<file path="src/rtl/controlador_pkg.sv">
// controlador_pkg
// Shared definitions for the parametrised parking access controller:
//   - 3-bit state encodings and the enum built on them
//   - default parameter values for the controller and its PIN timer
//   - the gate/alarm output bundle and its per-state decode
//   - a constant clog2 helper used to size counters
// No ports; imported by controlador_acceso_param and temporizador_pin.
package controlador_pkg;

  localparam logic [2:0] ST_IDLE       = 3'd0;
  localparam logic [2:0] ST_ESPERA_PIN = 3'd1;
  localparam logic [2:0] ST_ABIERTO    = 3'd2;
  localparam logic [2:0] ST_ALARMA     = 3'd3;
  localparam logic [2:0] ST_BLOQUEO    = 3'd4;

  typedef enum logic [2:0] {
    IDLE       = ST_IDLE,
    ESPERA_PIN = ST_ESPERA_PIN,
    ABIERTO    = ST_ABIERTO,
    ALARMA     = ST_ALARMA,
    BLOQUEO    = ST_BLOQUEO
  } estado_t;

  localparam int         DEF_PIN_W        = 8;
  localparam logic [7:0] DEF_PIN_CORRECTO = 8'h2A;
  localparam int         DEF_MAX_INTENTOS = 3;
  localparam int         DEF_TIMEOUT      = 16;
  localparam int         DEF_CNT_W        = 8;

  typedef struct packed {
    logic cerrado;
    logic abierto;
    logic alarma;
    logic bloqueo;
  } salidas_t;

  // Smallest n with 2**n >= valor; valor is always >= 2 here.
  function automatic int clog2(input int valor);
    int res;
    res = 0;
    for (int i = 0; i < 31; i++) begin
      if ((1 << i) < valor) begin
        res = i + 1;
      end
    end
    return res;
  endfunction

  // Moore decode; unknown encodings fall back to the closed/idle pattern.
  function automatic salidas_t decodificar(input estado_t estado);
    salidas_t s;
    s = '{cerrado: 1'b1, abierto: 1'b0, alarma: 1'b0, bloqueo: 1'b0};
    case (estado)
      IDLE:       s = '{cerrado: 1'b1, abierto: 1'b0, alarma: 1'b0, bloqueo: 1'b0};
      ESPERA_PIN: s = '{cerrado: 1'b1, abierto: 1'b0, alarma: 1'b0, bloqueo: 1'b0};
      ABIERTO:    s = '{cerrado: 1'b0, abierto: 1'b1, alarma: 1'b0, bloqueo: 1'b0};
      ALARMA:     s = '{cerrado: 1'b1, abierto: 1'b0, alarma: 1'b1, bloqueo: 1'b0};
      BLOQUEO:    s = '{cerrado: 1'b1, abierto: 1'b0, alarma: 1'b1, bloqueo: 1'b1};
      default:    s = '{cerrado: 1'b1, abierto: 1'b0, alarma: 1'b0, bloqueo: 1'b0};
    endcase
    return s;
  endfunction

endpackage

</file>
<file path="src/rtl/temporizador_pin.sv">
// temporizador_pin
// PIN-entry session timer. Counts enabled cycles and pulses expira on the
// cycle whose edge would bring the count to TIMEOUT; the count then restarts
// from zero so a session kept alive by the vehicle sensor gets a fresh period.
// Ports:
//   Clk    in  clock, rising edge
//   Reset  in  synchronous, active-high
//   clr    in  clear the count (has priority over en)
//   en     in  count this cycle
//   expira out combinational terminal-count pulse
module temporizador_pin
  import controlador_pkg::*;
#(
  parameter int TIMEOUT = DEF_TIMEOUT
) (
  input  logic Clk,
  input  logic Reset,
  input  logic clr,
  input  logic en,
  output logic expira
);

  localparam int            TW     = clog2(TIMEOUT + 1);
  localparam logic [TW-1:0] ULTIMO = TW'(TIMEOUT - 1);

  logic [TW-1:0] cuenta_q;
  logic [TW-1:0] cuenta_d;

  always_comb begin
    expira   = en && !clr && (cuenta_q == ULTIMO);
    cuenta_d = cuenta_q;
    if (clr || expira) begin
      cuenta_d = '0;
    end else if (en) begin
      cuenta_d = cuenta_q + TW'(1);
    end
  end

  always_ff @(posedge Clk) begin
    if (Reset) begin
      cuenta_q <= '0;
    end else begin
      cuenta_q <= cuenta_d;
    end
  end

endmodule

</file>
<file path="src/rtl/controlador_acceso_param.sv">
// controlador_acceso_param
// Single-gate parking access controller. Senses an arriving vehicle, checks
// strobed PIN words, opens the gate on the correct PIN, raises an alarm after
// MAX_INTENTOS wrong PINs, blocks the gate on tailgating, abandons idle PIN
// sessions after TIMEOUT cycles and counts vehicles that have passed.
// Ports:
//   Clk               in  clock, rising edge
//   Reset             in  synchronous, active-high
//   Vehiculo          in  entry sensor
//   Termino           in  exit sensor
//   Pin[PIN_W]        in  PIN word, valid with Pin_valido
//   Pin_valido        in  one-cycle PIN strobe
//   Cerrado           out gate closed command
//   Abierto           out gate open command
//   Alarma            out alarm indicator
//   Bloqueo           out tailgate block indicator
//   Intentos          out wrong-attempt count, saturates at MAX_INTENTOS
//   Conteo_vehiculos  out vehicles passed, wraps
module controlador_acceso_param
  import controlador_pkg::*;
#(
  parameter int               PIN_W        = DEF_PIN_W,
  parameter logic [PIN_W-1:0] PIN_CORRECTO = PIN_W'(DEF_PIN_CORRECTO),
  parameter int               MAX_INTENTOS = DEF_MAX_INTENTOS,
  parameter int               TIMEOUT      = DEF_TIMEOUT,
  parameter int               CNT_W        = DEF_CNT_W
) (
  input  logic                                 Clk,
  input  logic                                 Reset,
  input  logic                                 Vehiculo,
  input  logic                                 Termino,
  input  logic [PIN_W-1:0]                     Pin,
  input  logic                                 Pin_valido,
  output logic                                 Cerrado,
  output logic                                 Abierto,
  output logic                                 Alarma,
  output logic                                 Bloqueo,
  output logic [clog2(MAX_INTENTOS+1)-1:0]     Intentos,
  output logic [CNT_W-1:0]                     Conteo_vehiculos
);

  localparam int            IW      = clog2(MAX_INTENTOS + 1);
  localparam logic [IW-1:0] INT_MAX = IW'(MAX_INTENTOS);

  estado_t          estado_q;
  estado_t          estado_d;
  logic [IW-1:0]    intentos_q;
  logic [IW-1:0]    intentos_d;
  logic [CNT_W-1:0] conteo_q;
  logic [CNT_W-1:0] conteo_d;
  salidas_t         salidas_q;
  salidas_t         salidas_d;

  logic pin_ok;
  logic timer_clr;
  logic timer_en;
  logic expira;

  // The timer only runs while waiting for a PIN; any strobe restarts it, and
  // leaving ESPERA_PIN keeps it cleared so every new session starts at zero.
  assign pin_ok    = (Pin == PIN_CORRECTO);
  assign timer_en  = (estado_q == ESPERA_PIN) && !Pin_valido;
  assign timer_clr = !timer_en;

  temporizador_pin #(
    .TIMEOUT (TIMEOUT)
  ) u_temporizador (
    .Clk    (Clk),
    .Reset  (Reset),
    .clr    (timer_clr),
    .en     (timer_en),
    .expira (expira)
  );

  // Next-state and counter updates. A PIN strobe in ESPERA_PIN masks the
  // timer expiry, so a PIN arriving on the expiry cycle is always honoured.
  // An expiry while the vehicle is still present just restarts the timer,
  // which the sub-module does on its own.
  always_comb begin
    estado_d   = estado_q;
    intentos_d = intentos_q;
    conteo_d   = conteo_q;
    case (estado_q)
      IDLE: begin
        if (Vehiculo) begin
          estado_d = ESPERA_PIN;
        end
      end
      ESPERA_PIN: begin
        if (Pin_valido) begin
          if (pin_ok) begin
            estado_d   = ABIERTO;
            intentos_d = '0;
          end else if (intentos_q >= INT_MAX - IW'(1)) begin
            estado_d   = ALARMA;
            intentos_d = INT_MAX;
          end else begin
            intentos_d = intentos_q + IW'(1);
          end
        end else if (expira && !Vehiculo) begin
          estado_d   = IDLE;
          intentos_d = '0;
        end
      end
      ALARMA: begin
        if (Pin_valido && pin_ok) begin
          estado_d   = ABIERTO;
          intentos_d = '0;
        end
      end
      ABIERTO: begin
        if (Termino) begin
          conteo_d = conteo_q + CNT_W'(1);
          estado_d = Vehiculo ? BLOQUEO : IDLE;
        end
      end
      BLOQUEO: begin
        if (Pin_valido && pin_ok) begin
          estado_d   = IDLE;
          intentos_d = '0;
        end
      end
      default: begin
        // Unused encodings recover exactly as a reset would.
        estado_d   = IDLE;
        intentos_d = '0;
        conteo_d   = '0;
      end
    endcase
    salidas_d = decodificar(estado_d);
  end

  // Outputs are registered from the decode of the next state, which keeps
  // them glitch-free while still reflecting the state entered at this edge.
  always_ff @(posedge Clk) begin
    if (Reset) begin
      estado_q   <= IDLE;
      intentos_q <= '0;
      conteo_q   <= '0;
      salidas_q  <= decodificar(IDLE);
    end else begin
      estado_q   <= estado_d;
      intentos_q <= intentos_d;
      conteo_q   <= conteo_d;
      salidas_q  <= salidas_d;
    end
  end

  assign Cerrado          = salidas_q.cerrado;
  assign Abierto          = salidas_q.abierto;
  assign Alarma           = salidas_q.alarma;
  assign Bloqueo          = salidas_q.bloqueo;
  assign Intentos         = intentos_q;
  assign Conteo_vehiculos = conteo_q;

endmodule

</file>
<file path="config.mk">
export PLATFORM = sky130hd
export DESIGN_NAME = controlador_acceso_param
export DESIGN_NICKNAME = d
export VERILOG_FILES = /design/src/rtl/controlador_pkg.sv /design/src/rtl/temporizador_pin.sv /design/src/rtl/controlador_acceso_param.sv
export SDC_FILE = /design/constraint.sdc
export NUM_CORES = 1
export LEC_CHECK = 0
export CAP_MARGIN = 30
export CORE_MARGIN = 1
export CORE_UTILIZATION = 40
export CTS_CLUSTER_DIAMETER = 40
export DETAILED_ROUTE_END_ITERATION = 10
export GPL_TIMING_DRIVEN = 0
export MAX_ROUTING_LAYER = met4
export PLACE_DENSITY = 0.71
export SETUP_SLACK_MARGIN = 0.4
export SLEW_MARGIN = 5
export SYNTH_ARGS = -nofsm -noshare
export SYNTH_HDL_FRONTEND = slang
export SYNTH_SLANG_ARGS = --single-unit
export TNS_END_PERCENT = 10
</file>
<file path="constraint.sdc">
create_clock -name Clk -period 2.5 [get_ports Clk]
set_clock_uncertainty 0.2 [all_clocks]
set_input_delay 0.625 -clock Clk [delete_from_list [all_inputs] [get_ports Clk]]
set_output_delay 0.625 -clock Clk [all_outputs]
set_load 0.005 [all_outputs]
</file>
==> run_results.csv, run 1 <==
group,metric,value,unit
run_status,status,"finished, final reports clean",
timing,fin_tns_setup,0,ps
logic_synthesis,syn_area,0.001109,mm^2
place,gp_congestion,0.8080,
global_routing,track_usage,0.1871,
clock_tree,cts_tree,"done",
layout,drive_gt1_frac,0.1724,
logic_synthesis,synth_area_leaders,"dfxtp_1, nor2_1, xor2_1",
critical_path,startpoint_type,"register",
floorplan,die_h,54.65,um
power,pwr-share-comb,0.130,
logic_synthesis,synthFlopType,"dfxtp_1",
power,power_leakage,0.5263,nW
timing,slew_violations,0,
clock_tree,clk_latency,300,ps
global_routing,grt_max_degree,13,
detailed_routing,antenna_left,0,
logic_synthesis,synth_largest_area_cell,"dfxtp_1",
floorplan,core,0.002545,mm^2
layout,final_cells,175,
logic_synthesis,synth_seq_cells,22,
critical_path,worst-setup-path-type,"register to output port",
layout,diodes,0,
logic_synthesis,yosysMostFrequentCell,"dfxtp_1",
clock_tree,cts_inserted_buffers,3,
clock_tree,htree_levels,1,
min_path,holdCritPathClass,"register to register",
critical_path,critPathArrivalTime,1260,ps
power,peakVddDrop,0.0003729,V
logic_synthesis,avgSynthCellArea,9.640,um^2
detailed_routing,routed_wl,2.234,mm
power,switching_share,0.2259,
logic_synthesis,synth_nets,131,
logic_synthesis,yosysSeqAreaShare,0.3973,
timing,rsz0062_at_grt,"yes",
place,hpwl,1.696,mm
clock_tree,clockRootBuffer,"clkbuf_4",
detailed_routing,via_count,934,
timing,layout_min_cycle_time,2086,ps
logic_synthesis,ys_types,42,
place,portBuffers,26,
clock_tree,ctsHoldBuffers,0,
timing,fmax,479.4,MHz
floorplan,ioPinCount,27,
critical_path,end_kind,"output port",
critical_path,worstRegToRegCells,7,
layout,layout.nets,162,
critical_path,crit_required,1670,ps
timing,worstMarginPinSlew,370.1,ps
detailed_routing,drc,0,
timing,hold_violations,0,
job,maxCapViolations,0,
floorplan,die_x,54.65,um
critical_path,crit_fanout,5,
floorplan,initial_utilization,0.4356,
floorplan,fp.dieArea,0.002986,mm^2
clock_tree,clk_path_buf_depth,2,
global_routing,grt_first_pass_wirelength,3.808,mm
timing,max_slew_margin,0.7507,
logic_synthesis,synth-async-reset-ratio,0,
global_routing,grt_pass1_vias,929,
critical_path,critPathBufInv,1,
detailed_routing,drtPass1Iterations,4,
logic_synthesis,ys.warnings.count,0,
critical_path,crit_slowest_cell,"clkdlybuf4s50_1",
logic_synthesis,synth_common_cells,"dfxtp_1, nor2_1, nand2_1",
timing,fin_crit_sh,0.8345,
power,seqPwrFrac,0.567,
critical_path,crit_family,"buffers and inverters",
power,p_switching,142.3,uW
global_routing,antenna_found_initial,0,
min_path,min_path_cells,1,
detailed_routing,via_per_inst,5.337,
place,dp.cells,171,
clock_tree,post_cts_buffers,0,
detailed_routing,drt_iter0_drc,6,
floorplan,rows,18,
power,clkPwrFrac,0.303,
logic_synthesis,synth_edf_count,0,
timing,setup_viol,0,
layout,area_growth,31.94,%
clock_tree,path_clk_slew,110,ps
detailed_routing,wl_per_cell,12.77,um
critical_path,critical-path-max-stage-delay,530,ps
global_routing,gr-total-overflow,0,
critical_path,crit_cells,1,
logic_synthesis,syn_inst,115,
power,pwr_density_cell,430.7,mW/mm^2
critical_path,crit_chain,"clkdlybuf4s50_1",
logic_synthesis,synth_top_area_frac,0.3973,
power,internal_power,487.7,uW
clock_tree,clkSinkCount,22,
## flip-flops by register name, indices dropped and copies added, names as in the netlist
| signal | flops |
|---|---|
| Abierto | 1 |
| u_temporizador.cuenta_q | 5 |
| Alarma | 1 |
| Bloqueo | 1 |
| Conteo_vehiculos | 8 |
| estado_q | 3 |
| Intentos | 2 |
| Cerrado | 1 |
## repair_timing
item                                    4_1_cts  5_1_grt
endpoints found under the setup margin        2       10
pin swaps                                     0        0
gates resized for setup                       1        4
cloned                                        0        0
## worst paths after layout
kind                                end                        from  slack (ps)
min          u_temporizador.cuenta_q[0]  u_temporizador.cuenta_q[0]         230
max                         Intentos[1]                 Intentos[1]         410
min reg2reg  u_temporizador.cuenta_q[0]  u_temporizador.cuenta_q[0]         230
max reg2reg                 Intentos[1]  u_temporizador.cuenta_q[0]         470
## cell families after synthesis
| group | share of synthesized area |
|---|---|
| AND/OR/NAND/NOR | 0.2709 |
| AO/OA/AOI/OAI | 0.1930 |
| flip-flops | 0.3973 |
| buffers and inverters | 0.04852 |
| XOR/XNOR | 0.04740 |
| adder cells (fa/ha/maj) | 0.03386 |
| multiplexers | 0.009030 |
## layout make-up
type	count	area [um^2]
plain buffers	4	38.79
inverters	4	15.01
fillers	220	1082
repair buffers	26	260.3
clock buffers	4	36.28
flip-flops and latches	22	442.9
well taps	30	37.54
multi-input cells	85	631.9
## power groups by stage
stage / clock network (mW) / logic, mW / registers [mW]
after global placement: 0 / 0.0803 / 0.365
after global routing: 0.219 / 0.0897 / 0.358
after floorplan: 0 / 0.0478 / 0.365
after detailed placement: 0 / 0.0815 / 0.365
final: 0.191 / 0.0817 / 0.357
after CTS: 0.200 / 0.0821 / 0.357
## placed cells by master (no fill, tap or decap), drive strengths merged, types with 4 or more instances in the layout
cell,netlist,routed
a21oi,4,4
buf,4,4
clkbuf,0,4
clkdlybuf4s50,0,26
dfxtp,22,22
inv,4,4
nand2,7,7
nand3,4,4
nor2,15,15
xor2,5,5
## per-stage QoR
| stage | setup WS [ps] | hold slack, ps | util | instance area [um^2] | power, mW |
|---|---|---|---|---|---|
| after floorplan | 530.7 | 217.6 | - | 1109 | 0.4127 |
| after global placement | 119.0 | 234.4 | 0.5526 | 1406 | 0.4456 |
| after detailed placement | 138.9 | 245.1 | 0.5526 | 1406 | 0.4469 |
| after CTS | 394.8 | 264.0 | 0.5678 | 1445 | 0.6398 |
| after global routing | 345.2 | 244.5 | 0.5747 | 1463 | 0.6669 |
| final | 413.9 | 231.8 | 0.5747 | 1463 | 0.6300 |
## routing by layer
metal / up-vias / track usage / wire length (um)
li1: 476 / - / -
met1: 434 / 0.2077 / 996
met2: 20 / 0.3092 / 1086
met3: 4 / 0.03333 / 111
met4: 0 / 0.1111 / 39
met5: - / - / 0
Power figures use the tool's default switching activity.
==> run 2, diff against run 1 <==
==> constraint.sdc (replaced) <==
create_clock -name Clk -period 2.06 [get_ports Clk]
set_clock_uncertainty 0.2 [all_clocks]
set_input_delay 0.515 -clock Clk [delete_from_list [all_inputs] [get_ports Clk]]
set_output_delay 0.515 -clock Clk [all_outputs]
set_load 0.005 [all_outputs]
==> run_results.csv, run 2 (same netlist as run 1, synthesis figures left out) <==
group,metric,value,unit
detailed_routing,routed_wl,2.383,mm
timing,fmax,511.2,MHz
detailed_routing,wl_per_cell,13.31,um
clock_tree,clockRootBuffer,"clkbuf_4",
floorplan,fp.dieArea,0.002986,mm^2
clock_tree,clk_path_buf_depth,2,
place,hpwl,1.770,mm
place,pre_cts_slack,-213.9,ps
layout,area_growth,37.70,%
timing,rsz0062_at_grt,"yes",
detailed_routing,drt_iter0_drc,14,
min_path,whs_endpoint,"Conteo_vehiculos[4]",
clock_tree,clkSinkCount,22,
critical_path,rr_endpoint,"Intentos[1]",
critical_path,worst-setup-path-type,"register to output port",
critical_path,crit_slowest_cell,"clkdlybuf4s50_1",
min_path,holdCritPathClass,"register to register",
power,power_leakage,0.5922,nW
floorplan,ioPinCount,27,
critical_path,crit_family,"buffers and inverters",
timing,layout_min_cycle_time,1956,ps
critical_path,crit_required,1340,ps
clock_tree,htree_levels,1,
power,peakVddDrop,0.0004468,V
place,gp_congestion,0.8385,
critical_path,crit_chain,"clkdlybuf4s50_1",
timing,setup_viol,0,
critical_path,r2r_setup_slack,110,ps
detailed_routing,antenna_left,0,
timing,slew_violations,0,
floorplan,core,0.002545,mm^2
global_routing,grt_max_degree,12,
job,maxCapViolations,0,
layout,largest_reg_flops,8,
min_path,worstHoldStart,"Conteo_vehiculos[4]",
clock_tree,cts_inserted_buffers,3,
detailed_routing,drtPass1Iterations,4,
global_routing,grt_pass1_vias,824,
layout,final_cells,179,
critical_path,crit_fanout,5,
layout,drive_gt1_frac,0.2349,
layout,layout.nets,167,
clock_tree,path_clk_slew,110,ps
floorplan,die_h,54.65,um
timing,max_slew_margin,0.7307,
clock_tree,ctsHoldBuffers,0,
global_routing,gr-total-overflow,0,
detailed_routing,via_per_inst,5.296,
power,fin_total_pwr,732.2,uW
clock_tree,clk_latency,300,ps
detailed_routing,via_count,948,
layout,mostFrequentLayoutCell,"clkdlybuf4s50_1",
floorplan,initial_utilization,0.4356,
floorplan,die_x,54.65,um
global_routing,track_usage,0.1833,
floorplan,rows,18,
place,dp.cells,171,
run_status,status,"finished, final reports clean",
place,portBuffers,26,
power,pwr_density_cell,479.7,mW/mm^2
timing,hold_violations,0,
global_routing,grt_first_pass_wirelength,3.739,mm
clock_tree,cts_tree,"done",
timing,fin_crit_sh,0.9496,
global_routing,antenna_found_initial,0,
min_path,min_path_cells,2,
critical_path,startpoint_type,"register",
critical_path,end_kind,"output port",
layout,layout_common_cells,"clkdlybuf4s50_1, dfxtp_1, nor2_1, nand2_1",
critical_path,cp-startpoint,"Conteo_vehiculos[2]",
critical_path,critPathArrivalTime,1240,ps
critical_path,worstRegToRegCells,7,
layout,diodes,0,
detailed_routing,drc,0,
timing,setup_ws,103.8,ps
critical_path,r2r-start,"u_temporizador.cuenta_q[1]",
timing,worstMarginPinSlew,399.7,ps
critical_path,critical-path-max-stage-delay,530,ps
layout,design_area,0.001526,mm^2
critical_path,critPathBufInv,1,
place,placed_area,0.001413,mm^2
run 2: cell type report:
| cell class | instances | area [um^2] |
|---|---|---|
| inverter | 4 | 15.01 |
| multi-input combinational | 85 | 661.9 |
| fill | 235 | 1018 |
| buffer | 4 | 38.79 |
| sequential | 22 | 450.4 |
| timing repair buffer | 31 | 300.3 |
| tap | 30 | 37.54 |
| clock buffer | 3 | 22.52 |
run 2: worst max path at each step:
stage	endpoint	cells after the start
6_report	Conteo_vehiculos[2]	1
5_1_grt	Intentos[1]	7
4_1_cts	Intentos[1]	7
3_5_place_dp	Abierto	5
3_3_place_gp	Abierto	5
2_1_floorplan	Intentos[1]	7
run 2: repair_timing:
| action | 4_1_cts | 5_1_grt |
|---|---|---|
| setup endpoints to repair | 36 | 35 |
| cloned | 0 | 0 |
| buffers inserted | 3 | 2 |
| resized for setup | 8 | 7 |
| hold endpoints to repair | 0 | 0 |
| pin swaps | 1 | 0 |
run 2: power breakdown:
part / internal [mW] / total (mW) / switching, mW / leakage [nW]
clock: 0.0683 / 0.193 / 0.125 / 0.0138
sequential: 0.430 / 0.432 / 0.00252 / 0.181
combinational: 0.0574 / 0.107 / 0.0497 / 0.397
run 2: per-layer routing:
layer,up-vias,track usage,part of all wire
li1,486,-,-
met1,442,0.2321,0.44
met2,15,0.2831,0.52
met3,5,0.03333,0.031
met4,0,0.07692,0.014
met5,-,-,0
run 2: stage by stage:
stage	hold WS (ps)	TNS (ps)	util
finish	325.9	0	0.5998
global route	349.2	0	0.5998
CTS	307.0	0	0.5801
detailed placement	208.9	-1594	0.5551
global placement	206.6	-1094	0.5551
floorplan	194.9	0	-
==> run 3, diff against run 2 <==
--- a/config.mk
+++ b/config.mk
@@ -5,6 +5,7 @@
 export SDC_FILE = /design/constraint.sdc
 export NUM_CORES = 1
 export LEC_CHECK = 0
+export ABC_AREA = 0
 export CAP_MARGIN = 30
 export CORE_MARGIN = 1
 export CORE_UTILIZATION = 40
==> results of run 3 <==
Same layout as run 2: the final DEF is identical, and so are final timing and power.
